`src/rtl/pc_seq_pkg.sv`:
```
// ---------------------------------------------------------------------------
// pc_seq_pkg
//   Shared types and constants for the program-counter sequencer.
//   - state_t         : sequencer FSM states (IDLE..HALT)
//   - BR_*            : branch-type encodings carried on tipo_branch
//   - PC_SEQ_RESET_PC : default PC loaded on reset
// ---------------------------------------------------------------------------
package pc_seq_pkg;

  typedef enum logic [2:0] {
    ST_IDLE    = 3'd0,
    ST_FETCH   = 3'd1,
    ST_DECODE  = 3'd2,
    ST_EXEC    = 3'd3,
    ST_RESOLVE = 3'd4,
    ST_HALT    = 3'd5
  } state_t;

  localparam logic [2:0] BR_REL  = 3'd0;
  localparam logic [2:0] BR_BEQ  = 3'd1;
  localparam logic [2:0] BR_BNE  = 3'd2;
  localparam logic [2:0] BR_BLT  = 3'd3;
  localparam logic [2:0] BR_BGE  = 3'd4;
  localparam logic [2:0] BR_BLTU = 3'd5;
  localparam logic [2:0] BR_JAL  = 3'd6;
  localparam logic [2:0] BR_REL7 = 3'd7;

  localparam int unsigned PC_SEQ_RESET_PC = 0;

endpackage

```
`src/rtl/branch_cond_eval.sv`:
```
// ---------------------------------------------------------------------------
// branch_cond_eval
//   Combinational branch-condition evaluator.
//   Ports:
//     tipo_branch in  3  branch type (BR_* encodings)
//     zero        in  1  ALU result was zero
//     neg         in  1  ALU result was negative (signed a<b)
//     borrow      in  1  unsigned a<b
//     cond        out 1  branch condition holds for this type
// ---------------------------------------------------------------------------
module branch_cond_eval
  import pc_seq_pkg::*;
(
  input  logic [2:0] tipo_branch,
  input  logic       zero,
  input  logic       neg,
  input  logic       borrow,
  output logic       cond
);

  always_comb begin
    cond = 1'b1;
    case (tipo_branch)
      BR_BEQ:  cond = zero;
      BR_BNE:  cond = ~zero;
      BR_BLT:  cond = neg;
      BR_BGE:  cond = zero | ~neg;
      BR_BLTU: cond = borrow;
      default: cond = 1'b1;  // BR_REL, BR_JAL, BR_REL7 are unconditional
    endcase
  end

endmodule

```
`src/rtl/pc_sequencer.sv`:
```
// ---------------------------------------------------------------------------
// pc_sequencer
//   Multi-cycle control FSM owning the program counter. Sequences
//   FETCH -> DECODE -> EXEC -> RESOLVE -> FETCH, evaluates the branch
//   condition from latched ALU flags and updates the PC. Halts on a halt
//   instruction or on a fetch timeout (sticky fetch_err).
//   Optional feature macro: PC_SEQ_STATS_EN (saturating branch counters;
//   when undefined the stat_* ports are tied to zero).
//   Ports:
//     clk, rst_n            clock, synchronous active-low reset
//     start                 leave IDLE and begin fetching
//     mem_ready             instruction word valid (FETCH handshake)
//     is_branch, is_halt    decoded instruction class (sampled in DECODE)
//     tipo_branch, imed     branch type and offset/target (sampled in DECODE)
//     zero, neg, borrow     ALU flags (sampled in EXEC)
//     pc                    current program counter
//     fetch_req             request instruction at pc
//     pc_src                last resolve took a branch
//     halted                in HALT
//     fetch_err             sticky fetch-timeout flag
//     stat_taken/stat_total taken / resolved branch counts
// ---------------------------------------------------------------------------
module pc_sequencer
  import pc_seq_pkg::*;
#(
  parameter int unsigned     PC_W          = 32,
  parameter logic [PC_W-1:0] RESET_PC      = PC_W'(PC_SEQ_RESET_PC),
  parameter int unsigned     FETCH_TIMEOUT = 15,
  parameter int unsigned     CNT_W         = 16
) (
  input  logic             clk,
  input  logic             rst_n,
  input  logic             start,
  input  logic             mem_ready,
  input  logic             is_branch,
  input  logic             is_halt,
  input  logic [2:0]       tipo_branch,
  input  logic [PC_W-1:0]  imed,
  input  logic             zero,
  input  logic             neg,
  input  logic             borrow,
  output logic [PC_W-1:0]  pc,
  output logic             fetch_req,
  output logic             pc_src,
  output logic             halted,
  output logic             fetch_err,
  output logic [CNT_W-1:0] stat_taken,
  output logic [CNT_W-1:0] stat_total
);

  localparam int unsigned TO_W = $clog2(FETCH_TIMEOUT + 1);

  state_t            r_state;
  state_t            w_state_next;
  logic [PC_W-1:0]   r_pc;
  logic              r_pc_src;
  logic              r_fetch_err;
  logic [TO_W-1:0]   r_to_cnt;
  logic [TO_W-1:0]   w_to_next;
  logic              w_timeout;
  logic              r_is_branch;
  logic [2:0]        r_tipo;
  logic [PC_W-1:0]   r_imed;
  logic              r_zero;
  logic              r_neg;
  logic              r_borrow;
  logic              w_cond;
  logic              w_taken;
  logic [PC_W-1:0]   w_pc_next;

  assign w_to_next = r_to_cnt + 1'b1;
  assign w_timeout = (w_to_next == TO_W'(FETCH_TIMEOUT));

  branch_cond_eval u_cond (
    .tipo_branch (r_tipo),
    .zero        (r_zero),
    .neg         (r_neg),
    .borrow      (r_borrow),
    .cond        (w_cond)
  );

  assign w_taken = r_is_branch & w_cond;

  always_comb begin
    w_pc_next = r_pc + PC_W'(1);
    if (w_taken) begin
      w_pc_next = (r_tipo == BR_JAL) ? r_imed : (r_pc + r_imed);
    end
  end

  always_ff @(posedge clk) begin
    if (!rst_n) begin
      r_state <= ST_IDLE;
    end else begin
      r_state <= w_state_next;
    end
  end

  always_comb begin
    w_state_next = r_state;
    case (r_state)
      ST_IDLE:    if (start) w_state_next = ST_FETCH;
      ST_FETCH: begin
        if (mem_ready)      w_state_next = ST_DECODE;
        else if (w_timeout) w_state_next = ST_HALT;
      end
      ST_DECODE:  w_state_next = is_halt ? ST_HALT : ST_EXEC;
      ST_EXEC:    w_state_next = ST_RESOLVE;
      ST_RESOLVE: w_state_next = ST_FETCH;
      ST_HALT:    w_state_next = ST_HALT;
      default:    w_state_next = ST_IDLE;
    endcase
  end

  always_ff @(posedge clk) begin
    if (!rst_n) begin
      r_pc        <= RESET_PC;
      r_pc_src    <= 1'b0;
      r_fetch_err <= 1'b0;
      r_to_cnt    <= '0;
      r_is_branch <= 1'b0;
      r_tipo      <= '0;
      r_imed      <= '0;
      r_zero      <= 1'b0;
      r_neg       <= 1'b0;
      r_borrow    <= 1'b0;
    end else begin
      // Timeout counter only runs while waiting in FETCH; every other state
      // holds it at zero so each FETCH entry starts a fresh window.
      if (r_state == ST_FETCH) begin
        if (mem_ready) begin
          r_to_cnt <= '0;
        end else begin
          r_to_cnt <= w_to_next;
          if (w_timeout) r_fetch_err <= 1'b1;
        end
      end else begin
        r_to_cnt <= '0;
      end

      if (r_state == ST_DECODE) begin
        r_is_branch <= is_branch;
        r_tipo      <= tipo_branch;
        r_imed      <= imed;
      end

      if (r_state == ST_EXEC) begin
        r_zero   <= zero;
        r_neg    <= neg;
        r_borrow <= borrow;
      end

      if (r_state == ST_RESOLVE) begin
        r_pc     <= w_pc_next;
        r_pc_src <= w_taken;
      end
    end
  end

`ifdef PC_SEQ_STATS_EN
  logic [CNT_W-1:0] r_stat_taken;
  logic [CNT_W-1:0] r_stat_total;

  always_ff @(posedge clk) begin
    if (!rst_n) begin
      r_stat_taken <= '0;
      r_stat_total <= '0;
    end else if ((r_state == ST_RESOLVE) && r_is_branch) begin
      if (r_stat_total != '1) r_stat_total <= r_stat_total + 1'b1;
      if (w_taken && (r_stat_taken != '1)) r_stat_taken <= r_stat_taken + 1'b1;
    end
  end

  assign stat_taken = r_stat_taken;
  assign stat_total = r_stat_total;
`else
  assign stat_taken = '0;
  assign stat_total = '0;
`endif

  assign pc        = r_pc;
  assign pc_src    = r_pc_src;
  assign fetch_err = r_fetch_err;
  assign fetch_req = (r_state == ST_FETCH);
  assign halted    = (r_state == ST_HALT);

endmodule
```
`config.mk`:
```
export PLATFORM = sky130hd
export DESIGN_NAME = pc_sequencer
export DESIGN_NICKNAME = d
export VERILOG_FILES = /design/src/rtl/pc_seq_pkg.sv /design/src/rtl/branch_cond_eval.sv /design/src/rtl/pc_sequencer.sv
export SDC_FILE = /design/constraint.sdc
export NUM_CORES = 1
export LEC_CHECK = 0
export CORE_MARGIN = 2
export CORE_UTILIZATION = 40
export DETAILED_ROUTE_END_ITERATION = 10
export GPL_TIMING_DRIVEN = 0
export SYNTH_ARGS = -nofsm -noshare
export SYNTH_HDL_FRONTEND = slang
export SYNTH_HIERARCHICAL = 1
export SYNTH_SLANG_ARGS = --single-unit
```
`constraint.sdc`:
```
create_clock -name clk -period 3.5 [get_ports clk]
set_clock_uncertainty 0.1 [all_clocks]
set_input_delay 0.525 -clock clk [delete_from_list [all_inputs] [get_ports clk]]
set_output_delay 0.525 -clock clk [all_outputs]
set_load 0.01 [all_outputs]
```
==> run_results.csv <==
group,metric,value,unit
cts,cts_sinks,80,
global_route,antenna_found_initial,0,
routing,first_iter_violations,579,
yosys,ys_ff_latch,80,
yosys,yosys_warnings,6,
setup_path,rrSetupSlack,0.24,ns
cts,cts_max_level,3,
routing,drt-total-wl,19300,um
power_and_ir_drop,power,2060,uW
placed_design,hpwlAfterDp,14500,um
timing,finalCriticalPeriod,3.26,ns
global_route,grt_max_degree,14,
timing,tns,0,ns
final_layout,syn2layout_area_growth,23.5,%
power_and_ir_drop,powerDensity,277,nW/um2
floorplan,num_io_pins,112,
setup_path,rr_startpoint,"pc[0]",
placed_design,place_congestion,0.908,
min_path,hold_start,"fetch_err",
yosys,synthCells,817,
timing,tightest_slew,0.874,ns
timing,rsz0062_at_grt,"no",
yosys,synthTopCellsByArea,"dfxtp_1, nand2_1, ha_1",
setup_path,startpoint,"pc[0]",
timing,fin_crit_sh,93.1,%
placed_design,dp_cells,1111,
global_route,grt_pass1_wl,30500,um
timing,whs,0.359,ns
power_and_ir_drop,power.leakage,0.00283,uW
min_path,min_path_type,"flop to flop",
routing,drc,0,
routing,drtPass1Iterations,6,
setup_path,regToRegEndpoint,"pc[26]",
cts,root_buffer,"clkbuf_16",
routing,wire_per_inst,17.1,um
timing,hold_viol_final,0,
final_layout,drive_gt1_share,7.10,%
status,status,"complete, no violations",
global_route,grt-ovfl-total,0,
min_path,worstHoldPathCells,2,
yosys,synth_seq_area_share,26.6,%
routing,viasPerCell,5.57,
placed_design,io_buffers,78,
setup_path,crit_required,3.64,ns
yosys,synthArstFlopShare,0,%
routing,vias,6274,
yosys,synth_ff_type,"dfxtp_1",
global_route,grt_pass1_vias,5797,
cts,clkTransAtPathRegs,0.07,ns
job,cap_violations,0,
routing,antenna_left,0,
setup_path,crit_path_end_kind,"flop",
cts,numCtsBuffers,9,
yosys,synth_edf_count,0,
setup_path,worstPathMaxFanout,7,
yosys,synth_cell_type_count,69,
setup_path,start_kind,"flop",
yosys,syn_area,6030,um2
cts,cts_buffer_depth,2,
final_layout,layoutNonFillerInstCount,1127,
yosys,synth_area_leader_cell,"dfxtp_1",
floorplan,num_rows,44,
power_and_ir_drop,ir_drop,0.221,mV
floorplan,initial_core_util,41.2,%
cts,cts_setup_buffers,0,
final_layout,final_cell_mix,"nand2_1, dfxtp_1, clkdlybuf4s50_1, a21oi_1, nor2_1",
cts,hold_buffers,0,
timing,relSlewSlack,41.5,%
timing,setup_viol,0,
floorplan,core-area,14600,um2
yosys,avgSynthCellArea,7.38,um2
final_layout,final_common_cell,"nand2_1",
min_path,min_to,"fetch_err",
cts,cts_tree,"done",
floorplan,dieArea,16100,um2
timing,slew_viol_final,0,
cts,clock_latency,0.36,ns
cts,post_cts_resized,0,
final_layout,diodes,0,
floorplan,dieWidth,127,um
yosys,synth.top_cell.area_share,26.6,%
floorplan,die-height,127,um
timing,fmax,307,MHz
global_route,grt.total_usage,24.3,%
setup_path,setup.worst_path.class,"flop to flop",
final_layout,final_nets,1017,
setup_path,critPathArrivalTime,3.40,ns
setup_path,ff2ff_path_depth,11,
## cell usage after synthesis (all sizes together), types with 10 or more instances
| library cell | instances |
|---|---|
| nor3 | 11 |
| and3 | 13 |
| and2 | 10 |
| buf | 33 |
| xnor2 | 16 |
| dfxtp | 80 |
| a31oi | 19 |
| xor2 | 13 |
| nand3 | 30 |
| a21boi | 40 |
| a21oi | 64 |
| nor2 | 60 |
| clkbuf | 40 |
| nand4 | 10 |
| inv | 12 |
| a21o | 17 |
| nor2b | 14 |
| o21ai | 57 |
| ha | 34 |
| nand2 | 135 |
## layout make-up
class	count	area (um2)
multi-input cells	683	4110
inverters	12	45.0
plain buffers	73	398
repair buffers	79	792
fillers	1521	7200
well taps	184	230
clock buffers	10	239
flip-flops and latches	80	1600
clock inverters	6	35.0
## through the flow
step / utilization, % / setup slack [ns] / area, um2
global placement: 48.9 / 0.294 / 7160
finish: 50.9 / 0.241 / 7450
CTS: 50.9 / 0.286 / 7450
floorplan: - / 0.735 / 6150
detailed placement: 49.0 / 0.307 / 7170
global route: 50.9 / 0.0730 / 7450
## worst max path at each step
| stage | to | slack [ns] | cells after the start |
|---|---|---|---|
| 2_1_floorplan | pc[16] | 0.74 | 11 |
| 3_3_place_gp | pc[26] | 0.29 | 11 |
| 3_5_place_dp | pc[22] | 0.31 | 11 |
| 4_1_cts | pc[22] | 0.29 | 11 |
| 5_1_grt | pc[22] | 0.07 | 11 |
| 6_report | pc[26] | 0.24 | 11 |
## cells by family after synthesis
kind of cell	count (synthesis)	share of synthesized area, %
xor+xnor	29	4.21
compound gates	265	28.7
buf+inv	85	7.35
simple gates	315	24.6
fa+ha+maj	35	7.39
other cells	1	0.0622
mux	7	1.16
flops	80	26.6
## layer usage
| metal | up-vias | GRT usage, % | routed length, um | share of wire (%) |
|---|---|---|---|---|
| met2 | 224 | 39.4 | 8780 | 45 |
| met5 | - | 0 | 0 | 0 |
| li1 | 3147 | - | - | - |
| met4 | 0 | 9.70 | 473 | 2.5 |
| met1 | 2873 | 32.2 | 8860 | 46 |
| met3 | 30 | 4.13 | 1190 | 6.2 |
## critical path: stages, from the launching register on
cell and delay, ns:
dfxtp_1 0.38, ha_1 0.26, fa_1 0.41, a21o_1 0.19, a21oi_1 0.23, o21bai_1 0.14
a21bo_2 0.26, a21oi_1 0.28, a22oi_1 0.29, a31oi_1 0.27, xor2_1 0.22, a21oi_1 0.11
## state kept, by name, summed over array words and instances, names as in the netlist
name / count
pc: 32
r_imed: 32
r_to_cnt: 4
r_state: 3
r_tipo: 3
fetch_err: 1
pc_src: 1
r_borrow: 1
r_is_branch: 1
r_neg: 1
r_zero: 1
## where the power goes
part	switching [uW]	total (uW)	internal (uW)
registers	12.5	935	922
clock network	412	906	495
logic	111	220	109
total	535	2060	1530
Note: power is estimated with default switching activity, not from simulation.
